<file path="src/rtl/wam_round_scheduler_if.sv">
// ----------------------------------------------------------------------------
// wam_round_scheduler_if
//   Bundle between the game-mode/difficulty logic, the keypad/LED controllers
//   and wam_round_scheduler.
//   master : drives control, timing and keypad inputs; observes score outputs
//   slave  : the scheduler itself
//   Control  : start, abort, load_seed, seed
//   Timing   : between_cycles, on_cycles, total_rounds, deathmatch
//   Keypad   : key_valid, key_idx
//   Outputs  : lights, hits, misses, rounds_done, busy, done, lost
// ----------------------------------------------------------------------------
interface wam_round_scheduler_if #(
  parameter int CNT_W = 28,
  parameter int RND_W = 6
);
  logic             start;
  logic             abort;
  logic             load_seed;
  logic [15:0]      seed;
  logic [CNT_W-1:0] between_cycles;
  logic [CNT_W-1:0] on_cycles;
  logic [RND_W-1:0] total_rounds;
  logic             deathmatch;
  logic             key_valid;
  logic [3:0]       key_idx;
  logic [8:0]       lights;
  logic [RND_W-1:0] hits;
  logic [RND_W-1:0] misses;
  logic [RND_W-1:0] rounds_done;
  logic             busy;
  logic             done;
  logic             lost;

  modport master (
    output start, abort, load_seed, seed, between_cycles, on_cycles,
           total_rounds, deathmatch, key_valid, key_idx,
    input  lights, hits, misses, rounds_done, busy, done, lost
  );

  modport slave (
    input  start, abort, load_seed, seed, between_cycles, on_cycles,
           total_rounds, deathmatch, key_valid, key_idx,
    output lights, hits, misses, rounds_done, busy, done, lost
  );
endinterface

</file>
<file path="src/rtl/wam_round_scheduler.sv">
// ----------------------------------------------------------------------------
// wam_round_scheduler
//   Runs one whack-a-mole game: per round waits a gap, lights a pseudo-random
//   mole (1 of 9) for an on-window and scores the keypad response.
//   Ports:
//     clk    : system clock
//     resetn : asynchronous active-low reset
//     bus    : wam_round_scheduler_if.slave (control, timing, keypad, score)
//   Optional feature macro: WAM_WRONG_KEY_PENALTY_EN
//     defined   -> a wrong key during ON ends the round as a miss
//     undefined -> wrong keys are ignored
// ----------------------------------------------------------------------------
module wam_round_scheduler #(
  parameter int          CNT_W    = 28,
  parameter int          RND_W    = 6,
  parameter logic [15:0] SEED_DEF = 16'hACE1
) (
  input  logic                  clk,
  input  logic                  resetn,
  wam_round_scheduler_if.slave  bus
);

`ifdef WAM_WRONG_KEY_PENALTY_EN
  localparam bit WRONG_KEY_PENALTY = 1'b1;
`else
  localparam bit WRONG_KEY_PENALTY = 1'b0;
`endif

  typedef enum logic [2:0] {S_IDLE, S_GAP, S_ON, S_SCORE, S_DONE} state_t;

  state_t           r_state,  w_state_nxt;
  logic [CNT_W-1:0] r_timer,  w_timer_nxt;
  logic [15:0]      r_lfsr,   w_lfsr_nxt;
  logic [3:0]       r_mole,   w_mole_nxt;
  logic [8:0]       r_lights, w_lights_nxt;
  logic [RND_W-1:0] r_hits,   w_hits_nxt;
  logic [RND_W-1:0] r_misses, w_misses_nxt;
  logic [RND_W-1:0] r_rounds, w_rounds_nxt;
  logic             r_lost,   w_lost_nxt;
  logic             r_hit,    w_hit_nxt;

  logic [15:0]      w_lfsr_step;
  logic [3:0]       w_step_v;
  logic [3:0]       w_step_mole;
  logic [15:0]      w_seed_val;
  logic             w_key_hit;
  logic             w_key_wrong;
  logic [RND_W-1:0] w_target;
  logic             w_last_round;

  function automatic logic [RND_W-1:0] sat_inc(input logic [RND_W-1:0] v);
    return (&v) ? v : v + 1'b1;
  endfunction

  // Fibonacci LFSR, taps 16,14,13,11 -> bit indices 15,13,12,10, shifting left.
  assign w_lfsr_step = {r_lfsr[14:0], r_lfsr[15] ^ r_lfsr[13] ^ r_lfsr[12] ^ r_lfsr[10]};
  assign w_step_v    = w_lfsr_step[3:0];
  assign w_step_mole = (w_step_v < 4'd9) ? w_step_v : w_step_v - 4'd9;
  // An all-zero seed would lock the LFSR up.
  assign w_seed_val  = (bus.seed == 16'd0) ? SEED_DEF : bus.seed;

  assign w_key_hit    = bus.key_valid && (bus.key_idx == r_mole);
  assign w_key_wrong  = bus.key_valid && (bus.key_idx != r_mole);
  assign w_target     = (bus.total_rounds == '0) ? RND_W'(1) : bus.total_rounds;
  // One extra bit so the +1 cannot wrap when rounds_done is all-ones.
  assign w_last_round = ({1'b0, r_rounds} + 1'b1) >= {1'b0, w_target};

  // NOTE: every next-state value gets a default first so no path leaves it
  // unassigned; otherwise this process would infer latches.
  always_comb begin
    w_state_nxt  = r_state;
    w_timer_nxt  = r_timer;
    w_lfsr_nxt   = r_lfsr;
    w_mole_nxt   = r_mole;
    w_lights_nxt = r_lights;
    w_hits_nxt   = r_hits;
    w_misses_nxt = r_misses;
    w_rounds_nxt = r_rounds;
    w_lost_nxt   = r_lost;
    w_hit_nxt    = r_hit;

    if (bus.abort) begin
      // Counters are left alone so the last score stays on display.
      w_state_nxt  = S_IDLE;
      w_lights_nxt = '0;
      w_timer_nxt  = '0;
    end else begin
      case (r_state)
        S_IDLE, S_DONE: begin
          if (r_state == S_IDLE && bus.load_seed) w_lfsr_nxt = w_seed_val;
          if (bus.start) begin
            w_state_nxt  = S_GAP;
            w_timer_nxt  = '0;
            w_hits_nxt   = '0;
            w_misses_nxt = '0;
            w_rounds_nxt = '0;
            w_lost_nxt   = 1'b0;
          end
        end
        S_GAP: begin
          if (r_timer == bus.between_cycles) begin
            w_state_nxt  = S_ON;
            w_timer_nxt  = '0;
            w_lfsr_nxt   = w_lfsr_step;
            w_mole_nxt   = w_step_mole;
            w_lights_nxt = 9'd1 << w_step_mole;
          end else begin
            w_timer_nxt = r_timer + 1'b1;
          end
        end
        S_ON: begin
          // A hit outranks a timeout landing on the same cycle.
          if (w_key_hit) begin
            w_state_nxt  = S_SCORE;
            w_hit_nxt    = 1'b1;
            w_lights_nxt = '0;
          end else if ((r_timer == bus.on_cycles) || (WRONG_KEY_PENALTY && w_key_wrong)) begin
            w_state_nxt  = S_SCORE;
            w_hit_nxt    = 1'b0;
            w_lights_nxt = '0;
          end else begin
            w_timer_nxt = r_timer + 1'b1;
          end
        end
        S_SCORE: begin
          if (r_hit) w_hits_nxt   = sat_inc(r_hits);
          else       w_misses_nxt = sat_inc(r_misses);
          w_rounds_nxt = sat_inc(r_rounds);
          w_timer_nxt  = '0;
          if (w_last_round || (bus.deathmatch && !r_hit)) begin
            w_state_nxt = S_DONE;
            w_lost_nxt  = bus.deathmatch && !r_hit;
          end else begin
            w_state_nxt = S_GAP;
          end
        end
        default: w_state_nxt = S_IDLE;
      endcase
    end
  end

  // NOTE: sequential state uses non-blocking assignments so every register
  // samples the pre-edge values regardless of statement order.
  always_ff @(posedge clk or negedge resetn) begin
    if (!resetn) begin
      r_state  <= S_IDLE;
      r_timer  <= '0;
      r_lfsr   <= SEED_DEF;
      r_mole   <= '0;
      r_lights <= '0;
      r_hits   <= '0;
      r_misses <= '0;
      r_rounds <= '0;
      r_lost   <= 1'b0;
      r_hit    <= 1'b0;
    end else begin
      r_state  <= w_state_nxt;
      r_timer  <= w_timer_nxt;
      r_lfsr   <= w_lfsr_nxt;
      r_mole   <= w_mole_nxt;
      r_lights <= w_lights_nxt;
      r_hits   <= w_hits_nxt;
      r_misses <= w_misses_nxt;
      r_rounds <= w_rounds_nxt;
      r_lost   <= w_lost_nxt;
      r_hit    <= w_hit_nxt;
    end
  end

  assign bus.lights      = r_lights;
  assign bus.hits        = r_hits;
  assign bus.misses      = r_misses;
  assign bus.rounds_done = r_rounds;
  assign bus.busy        = (r_state == S_GAP) || (r_state == S_ON) || (r_state == S_SCORE);
  assign bus.done        = (r_state == S_DONE);
  assign bus.lost        = r_lost;

endmodule

</file>
<file path="src/flat_wrapper.sv">
// flat-port wrapper written by rule: the top's interface ports become plain ports
module wam_round_scheduler_flat 
#(
  parameter int          CNT_W    = 28,
  parameter int          RND_W    = 6,
  parameter logic [15:0] SEED_DEF = 16'hACE1
)
  (clk, resetn, bus_start, bus_abort, bus_load_seed, bus_seed, bus_between_cycles, bus_on_cycles, bus_total_rounds, bus_deathmatch, bus_key_valid, bus_key_idx, bus_lights, bus_hits, bus_misses, bus_rounds_done, bus_busy, bus_done, bus_lost);
  wam_round_scheduler_if #(.CNT_W(CNT_W), .RND_W(RND_W)) bus_i ();
  input  logic clk;
  input  logic resetn;
  input wire logic [$bits(bus_i.start)-1:0] bus_start;
  input wire logic [$bits(bus_i.abort)-1:0] bus_abort;
  input wire logic [$bits(bus_i.load_seed)-1:0] bus_load_seed;
  input wire logic [$bits(bus_i.seed)-1:0] bus_seed;
  input wire logic [$bits(bus_i.between_cycles)-1:0] bus_between_cycles;
  input wire logic [$bits(bus_i.on_cycles)-1:0] bus_on_cycles;
  input wire logic [$bits(bus_i.total_rounds)-1:0] bus_total_rounds;
  input wire logic [$bits(bus_i.deathmatch)-1:0] bus_deathmatch;
  input wire logic [$bits(bus_i.key_valid)-1:0] bus_key_valid;
  input wire logic [$bits(bus_i.key_idx)-1:0] bus_key_idx;
  output wire logic [$bits(bus_i.lights)-1:0] bus_lights;
  output wire logic [$bits(bus_i.hits)-1:0] bus_hits;
  output wire logic [$bits(bus_i.misses)-1:0] bus_misses;
  output wire logic [$bits(bus_i.rounds_done)-1:0] bus_rounds_done;
  output wire logic [$bits(bus_i.busy)-1:0] bus_busy;
  output wire logic [$bits(bus_i.done)-1:0] bus_done;
  output wire logic [$bits(bus_i.lost)-1:0] bus_lost;
  assign bus_i.start = bus_start;
  assign bus_i.abort = bus_abort;
  assign bus_i.load_seed = bus_load_seed;
  assign bus_i.seed = bus_seed;
  assign bus_i.between_cycles = bus_between_cycles;
  assign bus_i.on_cycles = bus_on_cycles;
  assign bus_i.total_rounds = bus_total_rounds;
  assign bus_i.deathmatch = bus_deathmatch;
  assign bus_i.key_valid = bus_key_valid;
  assign bus_i.key_idx = bus_key_idx;
  assign bus_lights = bus_i.lights;
  assign bus_hits = bus_i.hits;
  assign bus_misses = bus_i.misses;
  assign bus_rounds_done = bus_i.rounds_done;
  assign bus_busy = bus_i.busy;
  assign bus_done = bus_i.done;
  assign bus_lost = bus_i.lost;
  wam_round_scheduler #(.CNT_W(CNT_W), .RND_W(RND_W), .SEED_DEF(SEED_DEF)) u_core (.clk(clk), .resetn(resetn), .bus(bus_i));
endmodule
</file>
<file path="config.mk">
export PLATFORM = sky130hd
export DESIGN_NAME = wam_round_scheduler_flat
export DESIGN_NICKNAME = d
export VERILOG_FILES = /design/src/rtl/wam_round_scheduler_if.sv /design/src/rtl/wam_round_scheduler.sv /design/src/flat_wrapper.sv
export SDC_FILE = /design/constraint.sdc
export NUM_CORES = 1
export LEC_CHECK = 0
export CAP_MARGIN = 0
export CORE_ASPECT_RATIO = 0.6
export CORE_MARGIN = 4
export CORE_UTILIZATION = 25
export CTS_CLUSTER_SIZE = 20
export DETAILED_ROUTE_END_ITERATION = 6
export GPL_TIMING_DRIVEN = 0
export PLACE_DENSITY = 0.46
export SLEW_MARGIN = 20
export SYNTH_ARGS = -nofsm -noshare
export SYNTH_HDL_FRONTEND = slang
export SYNTH_SLANG_ARGS = --single-unit
export TNS_END_PERCENT = 10
</file>
<file path="constraint.sdc">
create_clock -name clk -period 3.6 [get_ports clk]
set_input_delay 0.36 -clock clk [delete_from_list [all_inputs] [get_ports clk]]
set_output_delay 0.36 -clock clk [all_outputs]
set_load 0.01 [all_outputs]
</file>
; ---- After elaboration in Yosys (flattened, before gate mapping)
; Index checks and enable logic that the tools add are counted.
[totals]
rom_bits = 0
register_bits = 80
latchBits = 0
ram_bits = 0
memories = 0
wordCells = 111
inputBits = 89
output_inout_bits = 30
[classes]
multipliers = 0
n_bitwise = 4
n_lt_le_gt_ge = 2
n_div = 0
addsub = 6
shift = 1
n_eq_ne = 21
muxes = 38
n_reduce_logical = 29
[ops]
columns = op, count
row1 = 28-bit 2-to-1 mux, 5
row2 = 28-bit one-hot mux with 4 select lines, 1
row3 = 28-bit == test, 2
row4 = 16-bit 2-to-1 mux, 3
row5 = 6-bit 2-to-1 mux, 7
row6 = 9-bit 2-to-1 mux, 4
row7 = 6-bit one-hot mux with 2 select lines, 3
row8 = 16-bit one-hot mux with 2 select lines, 1
row9 = 28-bit by 1-bit adder with 28-bit output (second input constant), 1
row10 = 6-bit by 1-bit adder with 6-bit output (second input constant), 3
row11 = 3-bit 2-to-1 mux, 6
row12 = 9-bit one-hot mux with 2 select lines, 1
row13 = 6-bit AND reduction, 3
row14 = 16-bit zero test, 1
row15 = 4-bit AND reduction, 4
row16 = 3-bit one-hot mux with 4 select lines, 1
row17 = 3-bit AND reduction, 4
row18 = 2-bit != test (second input constant), 5
row19 = 5-bit AND reduction, 2
row20 = 3-bit != test (second input constant), 3
row21 = 1-bit by 4-bit left shift with 9-bit output (first input constant), 1
row22 = 2-bit by 1-bit != test with 1-bit output (second input constant), 4
row23 = 6-bit by 1-bit adder with 7-bit output (second input constant), 1
row24 = 7-bit by 6-bit >= comparator with 1-bit output, 1
row25 = 22 further kinds, 34

; ---- Depth between registers and ports, before layout
[depth]
depth_word = 9
mapped_depth = 10
ltp_nobuf = 10

; ---- Worst setup path before layout
; Ideal clock, no wire load.
[synth_path]
kind = register -> register
start = register u_core.r_lfsr[15]
end = register u_core.r_lights[2] (netlist: u_core.bus.lights[2])
n_path_buf = 0
stages_incl_launch_ff = 9
slack_ps = 1116
arrival_ps = 2402
cell_sequence = dfstp_2 > xor2_1 > xnor2_2 > inv_1 > ha_1 > a21boi_0 > o21ai_1 > or4b_1 > o22ai_1
[synth_between]
elab_chain_cells = 9
elab_cells_between_ends = 10
[synth_lines]
columns = item, line_no
row1 = start: declaration, wam_round_scheduler.sv:33  ; logic [15:0] r_lfsr, w_lfsr_nxt;
row2 = start signal: assignment, wam_round_scheduler.sv:159  ; r_lfsr <= w_lfsr_nxt;
row3 = 1-bit XOR * (3 in series), wam_round_scheduler.sv:56  ; assign w_lfsr_step = {r_lfsr[14:0], r_lfsr[15] ^ r_lfsr[13] ^ r_lfsr[12] ^ r_lfsr[10]};
row4 = 4-bit subtractor / 4-bit less-than comparator (equally long branches), wam_round_scheduler.sv:58  ; assign w_step_mole = (w_step_v < 4'd9) ? w_step_v : w_step_v - 4'd9;
row5 = 4-bit 2-to-1 mux *, wam_round_scheduler.sv:58
row6 = 1-bit by 4-bit left shift with 9-bit output *, wam_round_scheduler.sv:106  ; w_lights_nxt = 9'd1 << w_step_mole;
row7 = 9-bit 2-to-1 mux *, wam_round_scheduler.sv:101  ; if (r_timer == bus.between_cycles) begin
row8 = 9-bit one-hot mux with 2 select lines *, wam_round_scheduler.sv:88  ; case (r_state)
row9 = 9-bit 2-to-1 mux *, wam_round_scheduler.sv:82  ; if (bus.abort) begin
row10 = end signal: assignment, wam_round_scheduler.sv:161  ; r_lights <= w_lights_nxt;
row11 = end: declaration, wam_round_scheduler.sv:35  ; logic [8:0] r_lights, w_lights_nxt;
; Every way passes the cells marked *; elsewhere a longest branch is shown, timed or not. The select of a mux whose other input is x is not followed.
; A chain may end at the register's enable or synchronous reset.

; ---- Worst setup path after layout
[layout_path]
start = register u_core.r_lfsr[13]
end = register u_core.r_lights[2] (netlist: u_core.bus.lights[2])
; The elaborated chain is that of the path after synthesis.

==> metrics.md <==
| Metric | Value |
|---|---|
| Worst vdd ir | 0.000207 V |
| PortBufs | 118 |
| Max-slew violation count | 0 |
| Reg-to-Reg End | u_core.bus.lights[2] |
| Via density | 4.91 |
| Fin. Hold Viols | 0 |
| Post-Syn Instances | 588 |
| Tot Pwr | 2.64 mW |
| Inserted Diodes | 0 |
| Initial Util | 0.257 |
| Buf/Inv on CP | 1 |
| Share of cells above drive strength 1 | 0.112 |
| Commonest non-fill, non-tap cell in the layout | clkdlybuf4s50_1 |
| Vias in the first global route | 4898 |
| Worst-Skew Late Latency | 0.34 ns |
| Post-CTS Setup Inserts | 0 |
| Delay-heaviest family, CP | compound AO/OA/AOI/OAI gates |
| Avg Cell Area, Syn | 9.26 um^2 |
| Static Leakage | 2.88 nW |
| DRT antenna net count | 0 |
| CTS root buffer | clkbuf_16 |
| Most frequent cells in the layout | 117 x clkdlybuf4s50_1, 72 x dfrtp_1, 64 x xnor2_1 |
| Worst setup endpoint | u_core.bus.lights[2] |
| Worst-case clock buffer depth | 2 |
| Register area share after synthesis | 0.370 |
| Routability Congestion | 0.877 |
| All-Layer GR Usage | 0.148 |
| Critical Path RT | 3.86 ns |
| Post-route DRC | 0 |
| Global-route wire length before repair | 27900 um |
| Crit-path max FO | 8 |
| Fin area | 7310 um^2 |
| Arr. time, crit path | 3.16 ns |
| Clock slew at reported path FFs | 0.07 ns |
| Status | complete, no violations |
| Slowest stage cell, crit path | or4b_1 |
| Grt ovf | 0 |
| Netlist cell types | 67 |
| Main synth FF type | dfrtp_1 |
| Critical path class | flip-flop to flip-flop |
| Worst setup EP type | flip-flop |
| Max_cap viols | 0 |
| Sinks on Clock Net | 80 |
| CTS Buf Count | 9 |
| Layout net count | 818 |
| Worst r2r path cells | 8 |
| Final HPWL DP | 14500 um |
| Die Height | 122 um |
| Worst slew pin tran | 0.840 ns |
| Post-DP Area | 7000 um^2 |
| Row cnt | 41 |
| Worst Skew | 0.00976 ns |
| Initial DRC count | 306 |
| WL final | 18200 um |
| H-tree levels | 3 |
| Slew Limit Headroom | 0.437 |
| Crit path launch | u_core.r_lfsr[13] |
| Post-synth EDFFs | 0 |
| Largest stage delay, worst path | 0.58 ns |
| Reg2Reg Launch Point | u_core.r_lfsr[13] |
| PwrDens | 362 nW/um^2 |
| Unrepaired setup endpoints after global routing | false |
| Minimum clock period after layout | 2.90 ns |
| Pin count of the biggest net entering global routing | 42 |
| R2r setup slk | 0.70 ns |
| TritonRoute pass-1 iters | 4 |
| Worst path cell trace | xor2_1 > xnor2_2 > inv_1 > ha_1 > a21boi_0 > o21ai_1 > or4b_1 > o22ai_1 |
| Critical path launch point type | flip-flop |
| Die W | 199 um |
| DR vias | 4919 |
| YS warnings | 0 |
| Die area | 24300 um^2 |
| Routed len/inst | 18.2 um |
| Io pins | 119 |
| # hold bufs at CTS | 0 |
| Setup TNS | 0 ns |
| Cts repair resizes | 0 |
| Async S/R FF share, synth | 1.00 |
| Initial antenna violation count | 0 |
| Peak Freq | 345 MHz |
| Area growth from synthesis to layout | 34.2% |
| CTS tree | built |
| Core Region | 21200 um^2 |
| Cell area after synthesis | 5440 um^2 |
| FF+latch count, synth | 80 |
| Period utilization | 0.806 |
| Final setup viols | 0 |
| Critical path depth | 8 |
| HP Class | input pin to asynchronous set/reset pin |
| Syn_nets | 688 |
-- how the worst min path moves through the flow --
stage	to	cells after the start
after global placement	u_core.r_lfsr[5]	2
after detailed placement	u_core.bus.hits[4]	1
final	u_core.r_timer[5]	1
after global routing	u_core.r_timer[5]	1
after floorplan	u_core.bus.hits[0]	0
after CTS	u_core.r_timer[5]	1
-- layer usage --
| layer | vias up | global-route usage | routed length [um] |
|---|---|---|---|
| li1 | 2385 | - | - |
| met4 | 0 | 0.0260 | 117 |
| met1 | 2396 | 0.241 | 9760 |
| met5 | - | 0 | 0 |
| met2 | 128 | 0.201 | 7290 |
| met3 | 10 | 0.0299 | 1030 |
-- stage by stage --
step	instances	hold slack (ns)	util	worst slack (ns)
3_5_place_dp	986	0.402	0.330	0.637
2_1_floorplan	588	0.0644	-	1.12
6_report	1002	0.0211	0.345	0.698
5_1_grt	1002	0.0571	0.345	0.487
3_3_place_gp	985	0.457	0.329	-0.986
4_1_cts	1002	0.0362	0.345	0.724
-- report_power, final --
group / total, mW / leakage, nW / switching [mW] / internal, mW
sequential: 1.03 / 1.06 / 0.0433 / 0.982
clock: 0.954 / 0.147 / 0.391 / 0.563
combinational: 0.662 / 1.68 / 0.361 / 0.301
-- worst register-to-register path, stage by stage, from the launching register on --
cell and delay (ns):
dfstp_2 0.54, xor2_1 0.09, xnor2_2 0.44, inv_1 0.10, ha_1 0.25, a21boi_0 0.40
o21ai_1 0.29, or4b_1 0.58, o22ai_1 0.15
-- cell usage after synthesis, types with 3 or more instances --
master,instances,share of area
xor2_1,9,0.014
and2_1,5,0.0057
o21ai_0,28,0.026
a22o_1,5,0.0080
a21oi_1,11,0.010
mux2_2,10,0.021
nand2b_1,7,0.0080
or2_2,4,0.0046
and3_1,9,0.010
nor3_1,8,0.0074
a32o_1,4,0.0074
buf_2,18,0.017
o2111ai_1,5,0.0080
ha_1,11,0.025
inv_1,46,0.032
a211oi_1,22,0.030
o32ai_1,4,0.0064
dfrtp_1,72,0.33
xnor2_1,64,0.10
o211ai_1,4,0.0055
nand2_1,40,0.028
nand3_1,22,0.020
o21bai_1,5,0.0069
a2111oi_0,3,0.0048
nand3b_1,3,0.0041
mux2i_1,24,0.044
o22ai_1,10,0.011
nor4_1,8,0.0092
nand4_1,23,0.026
clkbuf_1,13,0.0090
dfstp_2,8,0.039
nor2_1,30,0.021
o2bb2ai_1,9,0.014
-- kinds of logic (layout without fill, tap and decap cells) --
logic type | Yosys count | after routing | share of synthesized area
AO/OA/AOI/OAI | 130 | 130 | 0.174
XOR/XNOR | 74 | 74 | 0.120
adder cells (fa/ha/maj) | 11 | 11 | 0.0253
buffers and inverters | 83 | 218 | 0.0678
flip-flops | 80 | 80 | 0.370
multiplexers | 35 | 35 | 0.0669
AND/OR/NAND/NOR | 175 | 175 | 0.176
-- final cells by class --
class,instances,area (um^2)
Fill cell,2127,13900
Tap cell,279,349
Sequential cell,80,2010
Inverter,46,173
Clock buffer,11,243
Clock inverter,5,63.8
Timing Repair Buffer,119,1210
Buffer,37,196
Multi-Input combinational cell,425,3060
-- registers in the layout (all words and copies together), names as in the netlist --
register / count
u_core.bus.rounds_done: 6
u_core.r_hit: 1
u_core.r_timer: 28
u_core.bus.misses: 6
u_core.r_mole: 4
u_core.bus.hits: 6
u_core.bus.lost: 1
u_core.bus.lights: 9
u_core.r_state: 3
u_core.r_lfsr: 16
Power figures use the tool's default switching activity.
==> patch (same flow settings) <==
Re-encode `state_t` (5 states) as one-hot, 5 bits wide.
--- a/src/rtl/wam_round_scheduler.sv
+++ b/src/rtl/wam_round_scheduler.sv
@@ -26,7 +26,7 @@
   localparam bit WRONG_KEY_PENALTY = 1'b0;
 `endif
 
-  typedef enum logic [2:0] {S_IDLE, S_GAP, S_ON, S_SCORE, S_DONE} state_t;
+  typedef enum logic [4:0] {S_IDLE = 5'b00001, S_GAP = 5'b00010, S_ON = 5'b00100, S_SCORE = 5'b01000, S_DONE = 5'b10000} state_t;
 
   state_t           r_state,  w_state_nxt;
   logic [CNT_W-1:0] r_timer,  w_timer_nxt;
Function: same outputs for any inputs over 4 cycles, from zero or initial values and one cycle with resetn low; so few cycles prove little.
==> patch against the unedited design <==
Sequential cell count increased by 2; combinational power grew 66%; setup slack worse by 0.29 ns; wire length shrank 5.2%; total power grew 23%; first-iteration DRC count shrank 6.2%; hold slack gained 0.0059 ns; largest cell class unchanged; area after synthesis barely moved; final area fell by 0.22%; non-clock buffer count is 3 higher.
==> patch: results (changes against the unedited design) <==
Setup path
  • Required @ worst endpoint: 3.82 ns (-0.04 ns)
  • Flop-to-flop setup slack: 0.41 ns (-0.29 ns)
  • Crit path capture: u_core.r_timer[24]
  • Path depth of the worst reg2reg path: 7 (-1)
  • Critical-path maximum fanout: 10 (+2)
  • Crit path from: u_core.r_timer[19]

Synthesis
  • Post-synthesis cell type count: 59 (-12%)
  • Synth Area in XOR/XNOR: 0.135 (+0.0151)
  • Sequential fraction of the synthesis area: 0.379 (+0.00977)
  • Avg Cell Area, Syn: 9.10 um^2 (-1.8%)
  • Post-synthesis compound-gate area fraction: 0.159 (-0.0153)
  • Most frequent cells after synthesis: dfrtp_1, xnor2_1, nand2_1
  • Multiplexer area fraction after synthesis: 0.0396 (-0.0273)
  • Adder-Cell Fraction of Synth Area: 0.0253 (about the same)
  • Area fraction of the dominant cell type after synthesis: 0.336 (+0.00491)
  • Synthesized Nets: 698 (+1.5%)

Drt
  • Vias: 4931 (+0.24%)
  • DRT iter0 DRCs: 287 (-6.2%)
  • WL per Instance: 17.1 um (-6.1%)
  • DRT Pass-1 Iters: 7 (+3)

Timing
  • Worst hold slack: 0.0270 ns (+0.00589 ns)
  • Worst slew margin: 0.321 (-0.116)
  • Achievable Freq: 0.314 GHz (-8.9%)
  • Clk_skew: 0.00947 ns (-0.000293 ns)

Power and ir drop
  • Psw: 1.14 mW (+43%)
  • Leak Pwr: 2.99 nW (+3.7%)
  • Peak VDD IR: 0.256 mV (+24%)
  • Clock power share: 0.298 (-0.063)
  • Total sequential power: 1.18 mW (+15%)
  • Seq pwr share: 0.362 (-0.026)

Final layout
  • Antenna cells: 1 (+1)
  • Clock Network Area Fraction: 0.0426 (+0.000609)
  • Nets: 827 (+1.1%)
  • Non-filler instance count after layout: 1012 (+1.0%)
  • Fraction of area in registers: 0.283 (+0.00765)
  • Buffer share of cell area: 0.195 (+0.00283)
  • Share of cells above drive strength 1: 0.102 (-0.00957)
  • Clock buf count: 10 (-1)
  • Final Cell Area: 0.00729 mm^2 (-0.22%)
  • Seq cells: 82 (+2.5%)
  • Multi-input gate area: 0.00307 mm^2 (about the same)
  • Multi-input gates: 454 (+6.8%)
  • Non-clk invs: 21 (-54%)
  • Nonclk buf count: 159 (+1.9%)
  • Fillers: 2161 (+1.6%)

Global route
  • Via count of the first global-routing pass: 4967 (+1.4%)
  • First-pass GRT wire length: 27800 um (-0.47%)
  • GRT Overall Usage: 0.146 (-0.00253)
  • Initial antenna violation count: 0 (unchanged)
  • Largest net degree at the start of global routing: 46 (+9.5%)

Placement
  • Dpl hpwl: 13700 um (-5.2%)
  • Setup Slack @ Placement: 0.123 ns (-0.515 ns)
  • Post-DP Area: 0.00698 mm^2 (-0.32%)
  • Dpl cells: 995 (+0.91%)
  • Placer Congestion: 0.843 (-3.8%)
  • PortBufs: 117 (-0.85%)

Status
  • Status: completed

Min path
  • Hold Path Class: primary input to async pin

Clocking
  • Postcts setup bufs: 0 (unchanged)
## patch: cell types whose count changed in the layout (fill, tap and decap cells not counted), sizes merged, moves of 5 or more
cell / unedited run / this run
a21oi: 12 / 32
a211oi: 22 / 3
inv: 48 / 23
nand2: 40 / 51
o2bb2ai: 9 / 0
o41ai: 1 / 6
mux2i: 24 / 8
nor2: 30 / 35
and3: 9 / 25
xor2: 9 / 16
o31ai: 2 / 25
o2111ai: 5 / 0
## patch: routing by layer
| metal | vias up | GRT usage | wire length, um |
|---|---|---|---|
| li1 | 2409 | - | - |
| met1 | 2362 | 0.222 | 9010 |
| met2 | 147 | 0.208 | 6990 |
| met3 | 13 | 0.0379 | 1120 |
| met4 | 0 | 0.0269 | 153 |
| met5 | - | 0 | 0 |
## patch: worst max-delay path, stage by stage, from the launching register on
cell	delay (ns)
dfrtp_1	0.45
xnor2_1	0.37
nand4_1	0.21
nor4_4	0.48
a211oi_2	0.21
nor2_1	0.79
buf_2	0.40
o31ai_1	0.13
